## config.mk

```make
export PLATFORM = sky130hd
export DESIGN_NAME = l_outport_ctrl
export DESIGN_NICKNAME = d
export VERILOG_FILES = /design/src/rtl/l_outport_ctrl.sv
export SDC_FILE = /design/constraint.sdc
export NUM_CORES = 1
export LEC_CHECK = 0
export CAP_MARGIN = 30
export CORE_MARGIN = 5
export CORE_UTILIZATION = 59
export CTS_BUF_LIST = sky130_fd_sc_hd__clkbuf_2
export DETAILED_ROUTE_END_ITERATION = 16
export DONT_BUFFER_PORTS = 1
export GPL_ROUTABILITY_DRIVEN = 0
export HOLD_SLACK_MARGIN = 0.08
export MAX_ROUTING_LAYER = met4
export PLACE_DENSITY_LB_ADDON = 0.15
export SYNTH_ARGS = -nofsm -noshare
export SYNTH_HDL_FRONTEND = slang
export SYNTH_SLANG_ARGS = --single-unit
```

## constraint.sdc

```tcl
create_clock -name clk -period 2.8 [get_ports clk]
set_clock_uncertainty 0.15 [all_clocks]
set_input_delay 0.56 -clock clk [delete_from_list [all_inputs] [get_ports clk]]
set_output_delay 0.56 -clock clk [all_outputs]
set_load 0.01 [all_outputs]
```

## src/rtl/l_outport_ctrl.sv

```systemverilog
// l_outport_ctrl: packet lock and credit-based flow control for the Local
// output port. It latches the round-robin winner for a whole packet, drives
// the crossbar select and the input pop strobes, and meters flits against
// downstream credits.
module l_outport_ctrl #(
  parameter int CREDITS   = 4,
  parameter int MAX_FLITS = 16
) (
  input  logic       clk,
  input  logic       reset,
  input  logic [2:0] rrp_l_priority_to_cs_i,
  input  logic       rrp_l_priority_n_i,
  input  logic       rrp_l_priority_s_i,
  input  logic       rrp_l_priority_w_i,
  input  logic       rrp_l_priority_e_i,
  input  logic       rrp_l_priority_l_i,
  input  logic       n_flit_valid_i,
  input  logic       s_flit_valid_i,
  input  logic       w_flit_valid_i,
  input  logic       e_flit_valid_i,
  input  logic       n_flit_tail_i,
  input  logic       s_flit_tail_i,
  input  logic       w_flit_tail_i,
  input  logic       e_flit_tail_i,
  input  logic       l_credit_return_i,
  output logic [2:0] cs_l_sel_o,
  output logic       n_pop_o,
  output logic       s_pop_o,
  output logic       w_pop_o,
  output logic       e_pop_o,
  output logic       l_out_valid_o,
  output logic       rr_register_change_order_o,
  output logic       l_busy_o,
  output logic       l_pkt_err_o
);

  localparam int FCW = $clog2(MAX_FLITS + 1);

  localparam logic [2:0] SEL_NONE = 3'b000;
  localparam logic [2:0] SEL_N    = 3'b001;
  localparam logic [2:0] SEL_S    = 3'b010;
  localparam logic [2:0] SEL_W    = 3'b011;
  localparam logic [2:0] SEL_E    = 3'b100;

  localparam logic [3:0]     CREDIT_MAX = 4'(CREDITS);
  localparam logic [FCW-1:0] FLIT_MAX   = FCW'(MAX_FLITS);
  localparam logic [FCW-1:0] FLIT_ONE   = FCW'(1);

  typedef enum logic {
    IDLE,
    LOCKED
  } state_t;

  state_t         state_q, state_d;
  logic [2:0]     sel_q, sel_d;
  logic [3:0]     credit_q, credit_d;
  logic [FCW-1:0] flit_q, flit_d;
  logic           change_q, change_d;
  logic           err_q, err_d;

  logic [3:0]     onehot;
  logic [2:0]     onehot_code;
  logic           grant_ok;
  logic           sel_valid;
  logic           sel_tail;
  logic           transfer;
  logic [FCW-1:0] flit_inc;
  logic           flit_limit;
  logic           release_pkt;

  assign onehot = {rrp_l_priority_e_i, rrp_l_priority_w_i,
                   rrp_l_priority_s_i, rrp_l_priority_n_i};

  // Translate the one-hot winner into the code it is expected to carry
  always_comb begin
    onehot_code = SEL_NONE;
    case (onehot)
      4'b0001: onehot_code = SEL_N;
      4'b0010: onehot_code = SEL_S;
      4'b0100: onehot_code = SEL_W;
      4'b1000: onehot_code = SEL_E;
      default: onehot_code = SEL_NONE;
    endcase
  end

  // A grant is trusted only if code and one-hot agree, L is clear, and the
  // round-robin order is not being rotated this cycle (that grant is stale)
  assign grant_ok = $onehot(onehot) && !rrp_l_priority_l_i &&
                    (rrp_l_priority_to_cs_i == onehot_code) && !change_q;

  // Route the head-of-FIFO status of the locked input
  always_comb begin
    sel_valid = 1'b0;
    sel_tail  = 1'b0;
    case (sel_q)
      SEL_N: begin sel_valid = n_flit_valid_i; sel_tail = n_flit_tail_i; end
      SEL_S: begin sel_valid = s_flit_valid_i; sel_tail = s_flit_tail_i; end
      SEL_W: begin sel_valid = w_flit_valid_i; sel_tail = w_flit_tail_i; end
      SEL_E: begin sel_valid = e_flit_valid_i; sel_tail = e_flit_tail_i; end
      default: begin sel_valid = 1'b0; sel_tail = 1'b0; end
    endcase
  end

  assign transfer    = (state_q == LOCKED) && sel_valid && (credit_q != 4'd0);
  assign flit_inc    = flit_q + FLIT_ONE;
  assign flit_limit  = (flit_inc == FLIT_MAX);
  assign release_pkt = transfer && (sel_tail || flit_limit);

  // Lock/release sequencing, flit counting and the forced-release error flag
  always_comb begin
    state_d  = state_q;
    sel_d    = sel_q;
    flit_d   = flit_q;
    err_d    = err_q;
    change_d = 1'b0;
    case (state_q)
      IDLE: begin
        if (grant_ok) begin
          state_d = LOCKED;
          sel_d   = rrp_l_priority_to_cs_i;
          flit_d  = '0;
        end
      end
      LOCKED: begin
        if (transfer) begin
          flit_d = flit_inc;
        end
        if (release_pkt) begin
          state_d  = IDLE;
          sel_d    = SEL_NONE;
          change_d = 1'b1;
          if (!sel_tail) begin
            err_d = 1'b1;
          end
        end
      end
      default: begin
        state_d = IDLE;
        sel_d   = SEL_NONE;
      end
    endcase
  end

  // Credit bookkeeping: a simultaneous send and return cancel, returns saturate
  always_comb begin
    credit_d = credit_q;
    if (transfer && !l_credit_return_i) begin
      credit_d = credit_q - 4'd1;
    end else if (!transfer && l_credit_return_i && (credit_q != CREDIT_MAX)) begin
      credit_d = credit_q + 4'd1;
    end
  end

  // Steer the pop strobe to the locked input only on a real transfer
  always_comb begin
    n_pop_o = 1'b0;
    s_pop_o = 1'b0;
    w_pop_o = 1'b0;
    e_pop_o = 1'b0;
    if (transfer) begin
      case (sel_q)
        SEL_N:   n_pop_o = 1'b1;
        SEL_S:   s_pop_o = 1'b1;
        SEL_W:   w_pop_o = 1'b1;
        SEL_E:   e_pop_o = 1'b1;
        default: n_pop_o = 1'b0;
      endcase
    end
  end

  // State and bookkeeping registers; reset drops any lock without a rotate pulse
  always_ff @(posedge clk or posedge reset) begin
    if (reset) begin
      state_q  <= IDLE;
      sel_q    <= SEL_NONE;
      credit_q <= CREDIT_MAX;
      flit_q   <= '0;
      change_q <= 1'b0;
      err_q    <= 1'b0;
    end else begin
      state_q  <= state_d;
      sel_q    <= sel_d;
      credit_q <= credit_d;
      flit_q   <= flit_d;
      change_q <= change_d;
      err_q    <= err_d;
    end
  end

  assign cs_l_sel_o                 = sel_q;
  assign l_out_valid_o              = transfer;
  assign rr_register_change_order_o = change_q;
  assign l_busy_o                   = (state_q == LOCKED);
  assign l_pkt_err_o                = err_q;

endmodule

```

==> results.toml <==
[status]
status = "finished clean"

[worst_setup_path]
reg2regPathDepth = 11
crit_path_start_kind = "input pin"
worstPathCellList = "inv_12, fa_1, inv_1, ha_2, ha_1, or4b_4, nor4_2, nand3_1, buf_6, nand3_1, o21ai_1"
required_ps = 2830
cpPeakStageDelay_ps = 520
cp_common_cell = "nand3_1"
arrival_ps = 2730
cp_slowest_cell = "fa_1"
path_max_fanout = 11
end_kind = "flip-flop"
r2r_start = "cs_l_sel_o[0]"
r2r_slack_ps = 180
rr_endpoint = "credit_q[3]"
worstSetupPathType = "input pin to flip-flop"

[floorplan]
die_w_um = 53.96
start_util = 0.6393
row_count = 15
io_pins = 30
core-area_sq_um = 1783
die_y_um = 53.96
fp.dieArea_sq_um = 2911

[run]
maxCapViolations = 0

[drt]
drt-initial-drc-count = 15
wl_per_cell_um = 14.15
via_count = 840
drcViolationCount = 0
drt-total-wl_um = 2136
vias_per_cell = 5.563
final_antenna_net_count = 0
drt_first_pass_iters = 4

[sta]
post-route-min-period_ps = 2698
rsz0062_at_grt = "false"
report.final.slew_viol_count = 0
timing.final.ws_setup_ps = 101.7
finalSetupViolations = 0
period_share = 0.9637
tightestPinTransition_ps = 546.3
slew_headroom = 0.6354
max_clock_freq_ghz = 0.3706
final-hold-violation-count = 0

[layout]
final_cell_mix = "inv_1 (12), dfrtp_1 (11), nand3_1 (10), ha_1 (7)"
layout_commonest_cell = "inv_1"
n_fill_cell = 144
nets = 156
syn_to_final_growth_pct = 12.18
antennaDiodeCount = 0
drive_above_1_share = 0.2460
fin_util = 0.7172

[global_routing]
grt_max_degree = 16
grt_usage = 0.1835
gr-total-overflow = 0
grt_pass1_wl_um = 3629
antenna_found_initial = 0
grt_pass1_vias = 865

[place]
dp_worst_setup_slack_ps = -302.9
io_buffers = 0
hpwl_um = 1731

[hold_path]
hold_start = "rrp_l_priority_to_cs_i[2]"
hold_depth = 2
hold_end = "cs_l_sel_o[2]"
min_path_type = "input pin to flip-flop"

[clocking]
clock_path_buffers = 2
worstSkewPairLatency_ps = 280
cts_inserted_buffers = 3
cts_tree = "built"
h-tree-depth = 1
root_buffer = "clkbuf_2"
cts_sinks = 15
clk_pin_slew_ps = 130

[yosys]
async_flop_share = 1.000
syn_nets = 146
ys_seq_area_frac = 0.3304
synth_area_per_cell_sq_um = 9.742
ys_seq_elements = 15
netlist_area_sq_um = 1140
synth_edf_count = 0
yosys_warnings = 0
ys.flop_type = "dfrtp_1"
ys_types = 40
synthCells = 117

[pwr]
vdd_drop_max_v = 0.0004170
power_density_nw_per_um2 = 696.8
p_leak_nw = 0.5880
==> critical path, delay by kind of cell <==
family	cells	cell delay, ps
AO/OA/AOI/OAI	1	80
AND/OR/NAND/NOR	4	930
adder cells (fa/ha/maj)	3	930
buffers and inverters	3	210
==> report_power, final <==
| group | switching, mW | total (mW) | internal [mW] |
|---|---|---|---|
| clock | 0.0657 | 0.104 | 0.0379 |
| combinational | 0.193 | 0.388 | 0.195 |
| sequential | 0.107 | 0.400 | 0.293 |
| total | 0.365 | 0.891 | 0.526 |
==> cells by family (layout without fill, tap and decap cells) <==
family,Yosys count,in the layout,synth area share
adder cells (fa/ha/maj),10,10,0.1229
AND/OR/NAND/NOR,39,39,0.2108
XOR/XNOR,7,7,0.05379
multiplexers,6,6,0.05269
AO/OA/AOI/OAI,22,22,0.1592
flip-flops,15,15,0.3304
buffers and inverters,18,27,0.07026
==> what timing repair did <==
action	CTS	global route
endpoints found under the hold margin	14	0
buffers inserted	0	2
gates resized for setup	0	8
setup endpoints to repair	0	10
hold buffers	1	0
==> layout make-up <==
cell class              count  area (sq um)  area share
clock buffers               4         20.02     0.01566
flip-flops and latches     15         380.4      0.2975
inverters                  15         71.32     0.05577
repair buffers              8         66.31     0.05186
well taps                  25         31.28     0.02446
multi-input cells          84         709.4      0.5548
==> per-layer routing <==
layer	wire [um]	global-route usage	up-vias
met5	0	-	-
met4	33	0.07660	0
met3	155	0.05263	4
met2	1009	0.3185	34
met1	938	0.1927	377
li1	-	-	425
==> how the worst max path moves through the flow <==
stage	from	endpoint	slack (ps)	depth (start not counted)
after floorplan	rrp_l_priority_n_i	flit_q[3]	-170	11
after global placement	rrp_l_priority_n_i	flit_q[4]	-220	11
after detailed placement	rrp_l_priority_n_i	flit_q[1]	-300	11
after CTS	rrp_l_priority_n_i	flit_q[4]	40	11
after global routing	cs_l_sel_o[0]	credit_q[3]	2	11
final	rrp_l_priority_n_i	flit_q[4]	100	11
==> sequential cells by signal, summed over array words and instances (netlist names) <==
register	count
credit_q	4
cs_l_sel_o	3
flit_q	5
l_busy_o	1
rr_register_change_order_o	1
l_pkt_err_o	1
==> stage by stage <==
step	hold WS [ps]	cell area [sq um]	setup TNS, ps	power, mW	cells
after global placement	303.3	1207	-1662	0.7527	144
after floorplan	283.6	1166	-1087	0.6924	117
after CTS	230.5	1237	0	0.8785	149
after global routing	222.8	1279	0	0.9753	151
final	242.1	1279	0	0.8910	151
after detailed placement	311.5	1207	-2365	0.7699	144
==> synthesized netlist by cell type, types with 2 or more instances <==
library cell / n / share of area
a31o_1: 2 / 0.015
xnor2_1: 4 / 0.031
inv_1: 14 / 0.046
a21oi_1: 4 / 0.018
fa_1: 2 / 0.035
and2_1: 2 / 0.011
mux2i_1: 6 / 0.053
nand2b_1: 4 / 0.022
xor2_1: 3 / 0.023
nand2_1: 5 / 0.016
nor3_1: 2 / 0.0088
ha_1: 8 / 0.088
nand3b_1: 2 / 0.013
dfrtp_1: 14 / 0.31
nor2_1: 4 / 0.013
nand3_1: 11 / 0.048
o21ai_1: 6 / 0.026
buf_2: 2 / 0.0088
Power figures use the tool's default switching activity.
